===== src/rtl/isa_cycle_initiator_pkg.sv =====
// Shared definitions for the ISA cycle initiator: command encodings,
// FSM state codes, default bus timings and small decode helpers.
package isa_cycle_initiator_pkg;

    // Command type encodings as seen on cmd_type
    localparam logic [1:0] ISA_MEMR = 2'b00;
    localparam logic [1:0] ISA_MEMW = 2'b01;
    localparam logic [1:0] ISA_IOR  = 2'b10;
    localparam logic [1:0] ISA_IOW  = 2'b11;

    // FSM state codes
    localparam logic [2:0] ST_IDLE    = 3'd0;
    localparam logic [2:0] ST_SETUP   = 3'd1;
    localparam logic [2:0] ST_STROBE  = 3'd2;
    localparam logic [2:0] ST_WAIT    = 3'd3;
    localparam logic [2:0] ST_HOLD    = 3'd4;
    localparam logic [2:0] ST_RECOVER = 3'd5;

    // Default bus timings in clk cycles
    localparam int DEF_ADDR_SETUP  = 2;
    localparam int DEF_STROBE_MIN  = 6;
    localparam int DEF_HOLD        = 2;
    localparam int DEF_RECOVERY    = 2;
    localparam int DEF_RDY_TIMEOUT = 255;

    // One latched command
    typedef struct packed {
        logic [1:0]  cmd_type;
        logic [19:0] addr;
        logic [7:0]  wdata;
    } isa_cmd_t;

    // True for the two command types that drive data onto the bus
    function automatic logic is_write(input logic [1:0] t);
        return (t == ISA_MEMW) || (t == ISA_IOW);
    endfunction

    // Active-low strobe vector {iow, ior, memw, memr} with only the selected strobe low
    function automatic logic [3:0] strobe_sel_l(input logic [1:0] t);
        logic [3:0] s;
        s = 4'b1111;
        case (t)
            ISA_MEMR: s = 4'b1110;
            ISA_MEMW: s = 4'b1101;
            ISA_IOR:  s = 4'b1011;
            ISA_IOW:  s = 4'b0111;
            default:  s = 4'b1111;
        endcase
        return s;
    endfunction

endpackage


===== src/rtl/isa_sync2.sv =====
// Generic two-flop synchronizer for a single asynchronous level.
// The reset value is a parameter so the consumer sees a benign level during reset.
module isa_sync2 #(
    parameter logic RESET_VAL = 1'b1
) (
    input  logic clk,
    input  logic reset_l,
    input  logic async_in,
    output logic sync_out
);

    logic meta_q, meta_d;
    logic sync_q, sync_d;

    // Next-state: shift the async level through two stages
    always_comb begin
        meta_d = async_in;
        sync_d = meta_q;
    end

    // Synchronizer flops, forced to the benign level in reset
    always_ff @(posedge clk) begin
        if (!reset_l) begin
            meta_q <= RESET_VAL;
            sync_q <= RESET_VAL;
        end else begin
            meta_q <= meta_d;
            sync_q <= sync_d;
        end
    end

    assign sync_out = sync_q;

endmodule


===== src/rtl/isa_cycle_initiator.sv =====
// ISA bus initiator: turns single command requests into timed MEMR/MEMW/IOR/IOW
// cycles with bus_rdy wait-state handling and a wait timeout. All outputs registered.
module isa_cycle_initiator
    import isa_cycle_initiator_pkg::*;
#(
    parameter int ADDR_SETUP  = DEF_ADDR_SETUP,
    parameter int STROBE_MIN  = DEF_STROBE_MIN,
    parameter int HOLD        = DEF_HOLD,
    parameter int RECOVERY    = DEF_RECOVERY,
    parameter int RDY_TIMEOUT = DEF_RDY_TIMEOUT
) (
    input  logic        clk,
    input  logic        reset_l,
    input  logic        cmd_valid,
    output logic        cmd_ready,
    input  logic [1:0]  cmd_type,
    input  logic [19:0] cmd_addr,
    input  logic [7:0]  cmd_wdata,
    output logic        rsp_valid,
    output logic [7:0]  rsp_rdata,
    output logic        rsp_timeout,
    output logic [19:0] bus_a,
    output logic        bus_memr_l,
    output logic        bus_memw_l,
    output logic        bus_ior_l,
    output logic        bus_iow_l,
    output logic        bus_aen,
    output logic [7:0]  bus_d_out,
    output logic        bus_d_oe,
    input  logic [7:0]  bus_d_in,
    input  logic        bus_rdy
);

    // SETUP counts one extra cycle because the address is driven on the edge after accept
    localparam logic [7:0] SETUP_LD   = 8'(ADDR_SETUP);
    localparam logic [7:0] STROBE_LD  = 8'(STROBE_MIN - 1);
    localparam logic [7:0] HOLD_LD    = 8'(HOLD - 1);
    localparam logic [7:0] RECOVER_LD = 8'(RECOVERY - 1);
    localparam logic [7:0] TIMEOUT_CT = 8'(RDY_TIMEOUT);

    logic        rdy_s;

    logic [2:0]  state_q, state_d;
    logic [7:0]  cnt_q, cnt_d;
    isa_cmd_t    cmd_q, cmd_d;
    logic [7:0]  rdata_q, rdata_d;
    logic        tmo_q, tmo_d;
    logic        cmd_ready_q, cmd_ready_d;
    logic        rsp_valid_q, rsp_valid_d;
    logic [7:0]  rsp_rdata_q, rsp_rdata_d;
    logic        rsp_timeout_q, rsp_timeout_d;
    logic [19:0] bus_a_q, bus_a_d;
    logic [3:0]  strobe_l_q, strobe_l_d;
    logic        aen_q, aen_d;
    logic [7:0]  d_out_q, d_out_d;
    logic        d_oe_q, d_oe_d;

    isa_sync2 #(.RESET_VAL(1'b1)) u_rdy_sync (
        .clk      (clk),
        .reset_l  (reset_l),
        .async_in (bus_rdy),
        .sync_out (rdy_s)
    );

    // Cycle sequencer: one shared counter, down-counting in timed phases and up-counting in WAIT
    always_comb begin
        state_d       = state_q;
        cnt_d         = cnt_q;
        cmd_d         = cmd_q;
        rdata_d       = rdata_q;
        tmo_d         = tmo_q;
        rsp_valid_d   = 1'b0;
        rsp_rdata_d   = rsp_rdata_q;
        rsp_timeout_d = rsp_timeout_q;
        bus_a_d       = bus_a_q;
        strobe_l_d    = strobe_l_q;
        aen_d         = aen_q;
        d_out_d       = d_out_q;
        d_oe_d        = d_oe_q;

        case (state_q)
            ST_IDLE: begin
                if (cmd_valid && cmd_ready_q) begin
                    cmd_d.cmd_type = cmd_type;
                    cmd_d.addr     = cmd_addr;
                    cmd_d.wdata    = cmd_wdata;
                    rdata_d        = 8'h00;
                    tmo_d          = 1'b0;
                    cnt_d          = SETUP_LD;
                    state_d        = ST_SETUP;
                end
            end
            ST_SETUP: begin
                bus_a_d = cmd_q.addr;
                aen_d   = 1'b0;
                if (is_write(cmd_q.cmd_type)) begin
                    d_oe_d  = 1'b1;
                    d_out_d = cmd_q.wdata;
                end
                if (cnt_q == 8'd0) begin
                    strobe_l_d = strobe_sel_l(cmd_q.cmd_type);
                    cnt_d      = STROBE_LD;
                    state_d    = ST_STROBE;
                end else begin
                    cnt_d = cnt_q - 8'd1;
                end
            end
            ST_STROBE: begin
                if (cnt_q != 8'd0) begin
                    cnt_d = cnt_q - 8'd1;
                end else if (rdy_s) begin
                    if (!is_write(cmd_q.cmd_type)) begin
                        rdata_d = bus_d_in;
                    end
                    strobe_l_d = 4'b1111;
                    cnt_d      = HOLD_LD;
                    state_d    = ST_HOLD;
                end else begin
                    cnt_d   = 8'd1;
                    state_d = ST_WAIT;
                end
            end
            ST_WAIT: begin
                if (rdy_s) begin
                    if (!is_write(cmd_q.cmd_type)) begin
                        rdata_d = bus_d_in;
                    end
                    strobe_l_d = 4'b1111;
                    cnt_d      = HOLD_LD;
                    state_d    = ST_HOLD;
                end else if (cnt_q == TIMEOUT_CT) begin
                    rdata_d    = 8'hFF;
                    tmo_d      = 1'b1;
                    strobe_l_d = 4'b1111;
                    cnt_d      = HOLD_LD;
                    state_d    = ST_HOLD;
                end else begin
                    cnt_d = cnt_q + 8'd1;
                end
            end
            ST_HOLD: begin
                if (cnt_q == 8'd0) begin
                    aen_d         = 1'b1;
                    d_oe_d        = 1'b0;
                    rsp_valid_d   = 1'b1;
                    rsp_rdata_d   = rdata_q;
                    rsp_timeout_d = tmo_q;
                    cnt_d         = RECOVER_LD;
                    state_d       = ST_RECOVER;
                end else begin
                    cnt_d = cnt_q - 8'd1;
                end
            end
            ST_RECOVER: begin
                if (cnt_q == 8'd0) begin
                    state_d = ST_IDLE;
                end else begin
                    cnt_d = cnt_q - 8'd1;
                end
            end
            default: begin
                strobe_l_d = 4'b1111;
                aen_d      = 1'b1;
                d_oe_d     = 1'b0;
                state_d    = ST_IDLE;
            end
        endcase

        cmd_ready_d = (state_d == ST_IDLE);
    end

    // State and output registers; reset releases the bus immediately, even mid-cycle
    always_ff @(posedge clk) begin
        if (!reset_l) begin
            state_q       <= ST_IDLE;
            cnt_q         <= 8'd0;
            cmd_q         <= '0;
            rdata_q       <= 8'h00;
            tmo_q         <= 1'b0;
            cmd_ready_q   <= 1'b1;
            rsp_valid_q   <= 1'b0;
            rsp_rdata_q   <= 8'h00;
            rsp_timeout_q <= 1'b0;
            bus_a_q       <= 20'h00000;
            strobe_l_q    <= 4'b1111;
            aen_q         <= 1'b1;
            d_out_q       <= 8'h00;
            d_oe_q        <= 1'b0;
        end else begin
            state_q       <= state_d;
            cnt_q         <= cnt_d;
            cmd_q         <= cmd_d;
            rdata_q       <= rdata_d;
            tmo_q         <= tmo_d;
            cmd_ready_q   <= cmd_ready_d;
            rsp_valid_q   <= rsp_valid_d;
            rsp_rdata_q   <= rsp_rdata_d;
            rsp_timeout_q <= rsp_timeout_d;
            bus_a_q       <= bus_a_d;
            strobe_l_q    <= strobe_l_d;
            aen_q         <= aen_d;
            d_out_q       <= d_out_d;
            d_oe_q        <= d_oe_d;
        end
    end

    assign cmd_ready   = cmd_ready_q;
    assign rsp_valid   = rsp_valid_q;
    assign rsp_rdata   = rsp_rdata_q;
    assign rsp_timeout = rsp_timeout_q;
    assign bus_a       = bus_a_q;
    assign bus_memr_l  = strobe_l_q[0];
    assign bus_memw_l  = strobe_l_q[1];
    assign bus_ior_l   = strobe_l_q[2];
    assign bus_iow_l   = strobe_l_q[3];
    assign bus_aen     = aen_q;
    assign bus_d_out   = d_out_q;
    assign bus_d_oe    = d_oe_q;

endmodule

===== config.mk =====
export PLATFORM = sky130hd
export DESIGN_NAME = isa_cycle_initiator
export DESIGN_NICKNAME = d
export VERILOG_FILES = /design/src/rtl/isa_cycle_initiator_pkg.sv /design/src/rtl/isa_sync2.sv /design/src/rtl/isa_cycle_initiator.sv
export SDC_FILE = /design/constraint.sdc
export NUM_CORES = 1
export LEC_CHECK = 0
export CELL_PAD_IN_SITES_DETAIL_PLACEMENT = 1
export CELL_PAD_IN_SITES_GLOBAL_PLACEMENT = 1
export CORE_AREA = 2 2 134 136
export CTS_CLUSTER_DIAMETER = 120
export CTS_CLUSTER_SIZE = 30
export DETAILED_ROUTE_END_ITERATION = 8
export DIE_AREA = 0 0 136 138
export PLACE_DENSITY_LB_ADDON = 0.1
export SYNTH_ARGS = -nofsm -noshare
export SYNTH_HDL_FRONTEND = slang
export SYNTH_SLANG_ARGS = --single-unit

===== constraint.sdc =====
create_clock -name clk -period 2.85 [get_ports clk]
set_input_delay 0.7125 -clock clk [delete_from_list [all_inputs] [get_ports clk]]
set_output_delay 0.7125 -clock clk [all_outputs]
set_load 0.02 [all_outputs]

# ---- Yosys cells after proc, flatten, opt, wreduce, memory -nomap -nowiden
# Cells that the tools add are included.
dict set report op_classes {
  addsub 2
  eq_ne 19
  mux 41
  bitwise_logic 2
  reduce_logical 22
}
# cell n
set op_table {}
lappend op_table {{$mux W8} 13}
lappend op_table {{$pmux W8 S6} 1}
lappend op_table {{$pmux W4 S4} 2}
lappend op_table {{$mux W3} 8}
lappend op_table {{$pmux W8 S3} 1}
lappend op_table {{$mux W4} 5}
lappend op_table {{$pmux W3 S6} 1}
lappend op_table {{$ne A2 B2 Y1 const B} 8}
lappend op_table {{$reduce_and A2 Y1} 5}
lappend op_table {{$reduce_and A5 Y1} 2}
lappend op_table {{$add A8 B1 Y8 const B} 1}
lappend op_table {{$eq A8 B8 Y1 const B} 1}
lappend op_table {{$logic_not A8 Y1} 1}
lappend op_table {{$reduce_bool A8 Y1} 1}
lappend op_table {{$sub A8 B1 Y8 const B} 1}
lappend op_table {{$mux W1} 7}
lappend op_table {{$eq A3 B2 Y1 const B} 2}
lappend op_table {{$eq A3 B3 Y1 const B} 2}
lappend op_table {{$logic_not A3 Y1} 2}
lappend op_table {{$pmux W1 S3} 2}
lappend op_table {{$reduce_and A3 Y1} 2}
lappend op_table {{$reduce_bool A6 Y1} 1}
lappend op_table {{$eq A2 B2 Y1 const B} 2}
lappend op_table {{$reduce_and A4 Y1} 1}
lappend op_table {{other kinds (13)} 14}
dict set report word_totals {
  reg_bits 97
  inputBits 42
  out_inout_bits 45
  elab_cells 104
}

# ---- Depth between registers and ports, before layout
dict set report depth {
  word_depth 6
  ltp_mapped 8
  ltp_nobuf 7
}

# ---- Hierarchy
# Synthesis repeated with hierarchy kept, for this count alone.
dict set report unflattened {
  hier_cells 545
  hier_area_um2 4312.9
}
# module instances cells_each area_per_inst_um2 seq_area_each_um2
set modules_own_cells {}
lappend modules_own_cells {isa_cycle_initiator 1 541 4260.3 1901.8}
lappend modules_own_cells {isa_sync2 1 4 52.6 40.0}

# ---- Worst setup path after synthesis
# OpenSTA, ideal clock, no wires.
dict set report synth_timing {
  kind {flip-flop to flip-flop}
  startpoint {register cnt_q[0]}
  endpoint {register rsp_rdata_q[0] (netlist: rsp_rdata[0])}
  setup_time_ns 0.128
  t_arrival_ns 1.975
  t_required_ns 2.722
  path_slack_ns 0.748
  path_stages_with_launch 9
  path_buffers 1
  period_less_slack_ns 2.102
  path_cell_list {dfxtp_1 -> inv_1 -> ha_1 -> or3b_2 -> or3_1 -> or2_1 -> buf_6 -> mux2i_1 -> nor2_1}
}
dict set report synth_between {
  elab_chain_len 2
}
# element line_no
set synth_rtl {}
lappend synth_rtl {{from (decl)} isa_cycle_initiator.sv:44} ;# logic [7:0] cnt_q, cnt_d;
lappend synth_rtl {{from (signal assigned)} isa_cycle_initiator.sv:191} ;# cnt_q <= cnt_d;
lappend synth_rtl {{$logic_not A8 Y1} isa_cycle_initiator.sv:142} ;# if (cnt_q == 8'd0) begin
lappend synth_rtl {{$reduce_and A2 Y1 (no source line)} --}
lappend synth_rtl {{to (signal assigned)} isa_cycle_initiator.sv:197} ;# rsp_rdata_q <= rsp_rdata_d;
lappend synth_rtl {{to (decl)} isa_cycle_initiator.sv:50} ;# logic [7:0] rsp_rdata_q, rsp_rdata_d;
# No other way between the ends.
# A chain may end at the register's enable or synchronous reset.

# ---- Final worst setup path
dict set report layout_timing {
  startpoint {register cnt_q[0]}
  endpoint {register rdata_q[2]}
}
dict set report layout_between {
  elab_chain_len 3
  word_cells_on_any_way 5
  classes_between {3 x eq/ne; 2 x reduce/logical}
}
# element line_no
set layout_rtl {}
lappend layout_rtl {{$eq A8 B8 Y1 or $reduce_bool A8 Y1 (tied branches)} {isa_cycle_initiator.sv:131, isa_cycle_initiator.sv:109}}
lappend layout_rtl {{$ne A3 B2 Y1 (no source line) or $ne A2 B2 Y1 (tied branches)} --}
lappend layout_rtl {{$reduce_and A5 Y1 (no source line) *} --}
lappend layout_rtl {{to (signal assigned)} isa_cycle_initiator.sv:193} ;# rdata_q <= rdata_d;
lappend layout_rtl {{to (decl)} isa_cycle_initiator.sv:46} ;# logic [7:0] rdata_q, rdata_d;
# Mark *: on every way between the ends. The rest lies on a longest branch, timed or not.

==> impl_metrics.tcl <==
set metrics [dict create \
    yosys-top-cells-area "dfxtp_1 46%, nand2_1 12%, a21oi_1 9.5%, mux2i_1 4.2%, clkbuf_1 2.5%" \
    final_common_cell "nand2_1" \
    rrSetupSlack_ns 0.33 \
    setup-tns-final_ns 0 \
    synth_top_flop_cell "dfxtp_1" \
    grt_max_degree 52 \
    nets 651 \
    synth_edf_count 0 \
    rr_startpoint "cnt_q[0]" \
    rsz0062_at_grt "no" \
    fin_crit_ns 2.52 \
    first_pass_iters 4 \
    cpMaxStageDelayCell "nor3_1" \
    maxCapViolations 0 \
    grt_remaining_overflow 0 \
    areaGrowthSynthToFinish_pct 33.0 \
    layout_common_cells "141 x nand2_1, 97 x dfxtp_1, 86 x clkdlybuf4s50_1" \
    wl_mm 13.4 \
    synth-async-reset-ratio_pct 0 \
    ctsResizeCount 0 \
    synth_area_sq_mm 0.00426 \
    vias 4009 \
    place_congestion 0.808 \
    post-cts-setup-buffers 0 \
    postRouteAntennaNets 0 \
    ys_types 62 \
    cts-hold-fix-buffers 0 \
    clock-sinks 97 \
    grtUsageTotal_pct 14.8 \
    r2r_cells 7 \
    cts_max_path_buffers 2 \
    die_w_microns 136 \
    port_buffers 86 \
    worst_pin_slew_ns 0.938 \
    yosys_register_bits 97 \
    p_leak_nw 2.01 \
    grt_pass1_wl_mm 21.9 \
    vias_per_cell 4.79 \
    relSlewSlack_pct 37.0 \
    start_util_pct 24.3 \
    cts_max_level 3 \
    die_area_sq_mm 0.0188 \
    hold_class "reg2reg" \
    critical_path.max_fanout 8 \
    synth_top_area_share_pct 45.6 \
    clk_pin_slew_ns 0.07 \
    crit_path_end_kind "register" \
    drive_gt1_share_pct 7.40 \
    final_max_slew_viol_count 0 \
    synth_top_area_cell "dfxtp_1" \
    startpoint_type "register" \
    synth_nets 574 \
    syn_avg_cell_area_sq_um 8.10 \
    fin_skew_ns 0.00430 \
    path_cells "inv_1, ha_1, nor3b_2, a31oi_1, nor3_1, nand3_1, a21oi_1" \
    post-route-period-util_pct 88.5 \
    outcome "completed" \
    ys_seq_area_share_pct 45.6 \
    antenna_found_initial 0 \
    cts_tree "yes" \
    critical_path_arrival_ns 2.80 \
    final_hold_viol_count 0 \
    ys_warn_count 0 \
    critPathMaxStageDelay_ns 0.80 \
    irDropWorstVdd_v 0.000348 \
    timing.hold.ws_ns 0.412 \
    p_per_area_mw_per_mm2 788 \
    worstReg2RegEnd "rdata_q[2]" \
    io_pins 87 \
    hold_depth 1 \
    min_from "u_rdy_sync.meta_q" \
    fin_ws_ns 0.327 \
    setup_viol 0 \
    crit_type "reg2reg" \
    num_antenna_cells 0 \
    core-area_sq_mm 0.0175 \
    hpwl_mm 9.35 \
    worstHoldEndpoint "u_rdy_sync.sync_out" \
    dieHeight_microns 138 \
    max_freq_ghz 0.396 \
    root_buffer "clkbuf_16" \
    pre_cts_ws_ns 0.116 \
    worstSkewPairLatency_ns 0.34 \
    cts_inserted_buffers 9 \
    route.detailed.drc 0 \
    grt_pass1_vias 4137 \
    first_iter_violations 178 \
    rows 49 \
    wl_per_cell_microns 16.0 \
    required_ns 3.13 \
    synthCells 526 \
]
[through the flow]
| stage | instances | utilization [%] | power [mW] | area, sq um |
|---|---|---|---|---|
| 6_report | 837 | 32.3 | 4.47 | 5670 |
| 5_1_grt | 837 | 32.3 | 4.80 | 5670 |
| 4_1_cts | 837 | 32.3 | 4.56 | 5670 |
| 3_5_place_dp | 821 | 30.8 | 3.36 | 5390 |
| 3_3_place_gp | 821 | 30.8 | 3.33 | 5390 |
| 2_1_floorplan | 526 | - | 2.78 | 4260 |
[cell families (layout without fill, tap and decap cells)]
family / Yosys count / in the layout / synth area share [%]
compound gates: 143 / 143 / 20.4
xor+xnor: 3 / 3 / 0.617
fa+ha+maj: 6 / 6 / 1.76
buf+inv: 41 / 123 / 4.08
flops: 97 / 97 / 45.6
mux: 18 / 18 / 4.23
simple gates: 218 / 218 / 23.4
[worst max-delay path by stage]
| stage | startpoint | end | slack (ns) | cells past startpoint |
|---|---|---|---|---|
| finish | cnt_q[0] | rdata_q[2] | 0.33 | 7 |
| detailed placement | cmd_valid | rdata_q[2] | 0.12 | 6 |
| global route | cnt_q[0] | rdata_q[2] | 0.1 | 7 |
| global placement | cmd_valid | rdata_q[1] | 0.22 | 6 |
| CTS | cnt_q[0] | rdata_q[2] | 0.26 | 7 |
| floorplan | cnt_q[0] | rsp_rdata[0] | 0.75 | 8 |
[layout make-up]
cell class | instances | area, sq um
clock buffers | 12 | 246
clock inverters | 4 | 27.5
fillers | 2106 | 11900
inverters | 5 | 18.8
multi-input cells | 388 | 2150
flip-flops and latches | 97 | 1940
well taps | 229 | 287
repair buffers | 102 | 993
[layer usage]
metal  GRT usage, %  up-vias  wire, microns
li1               -     1984              -
met1           18.0     1959           6020
met2           25.1       55           6520
met3           4.18       11            690
met4           4.77        0            172
met5              0        -              0
[sequential cells by signal (all words and copies together) (netlist names), 3 cells and up]
signal / count
cnt_q: 8
rdata_q: 8
bus_a: 20
rsp_rdata: 8
state_q: 3
cmd_q: 30
bus_d_out: 8
strobe_l_q: 4
[critical path: cells and delay by family (launching register included)]
kind	cells	cell delay, ns
and+or+nand+nor	3	1.38
DFF	1	0.39
AOI/OAI and AO/OA	2	0.37
adders and majority gates	1	0.17
buffers and inverters	1	0.15
[synth_stat cells, drive strengths merged, types with 4 or more instances]
cell,count
dfxtp,97
a211oi,4
ha,6
nor3,8
nand2b,4
a22o,4
nand2,141
nor2,20
o21ai,21
nand3,13
a21oi,82
mux2i,18
clkbuf,29
inv,5
buf,7
[power by group]
part,internal (mW),switching [mW],total (mW)
Clock,0.620,0.548,1.17
Sequential,1.52,0.165,1.69
Combinational,0.605,1.00,1.61
(Power assumes the default switching activity.)
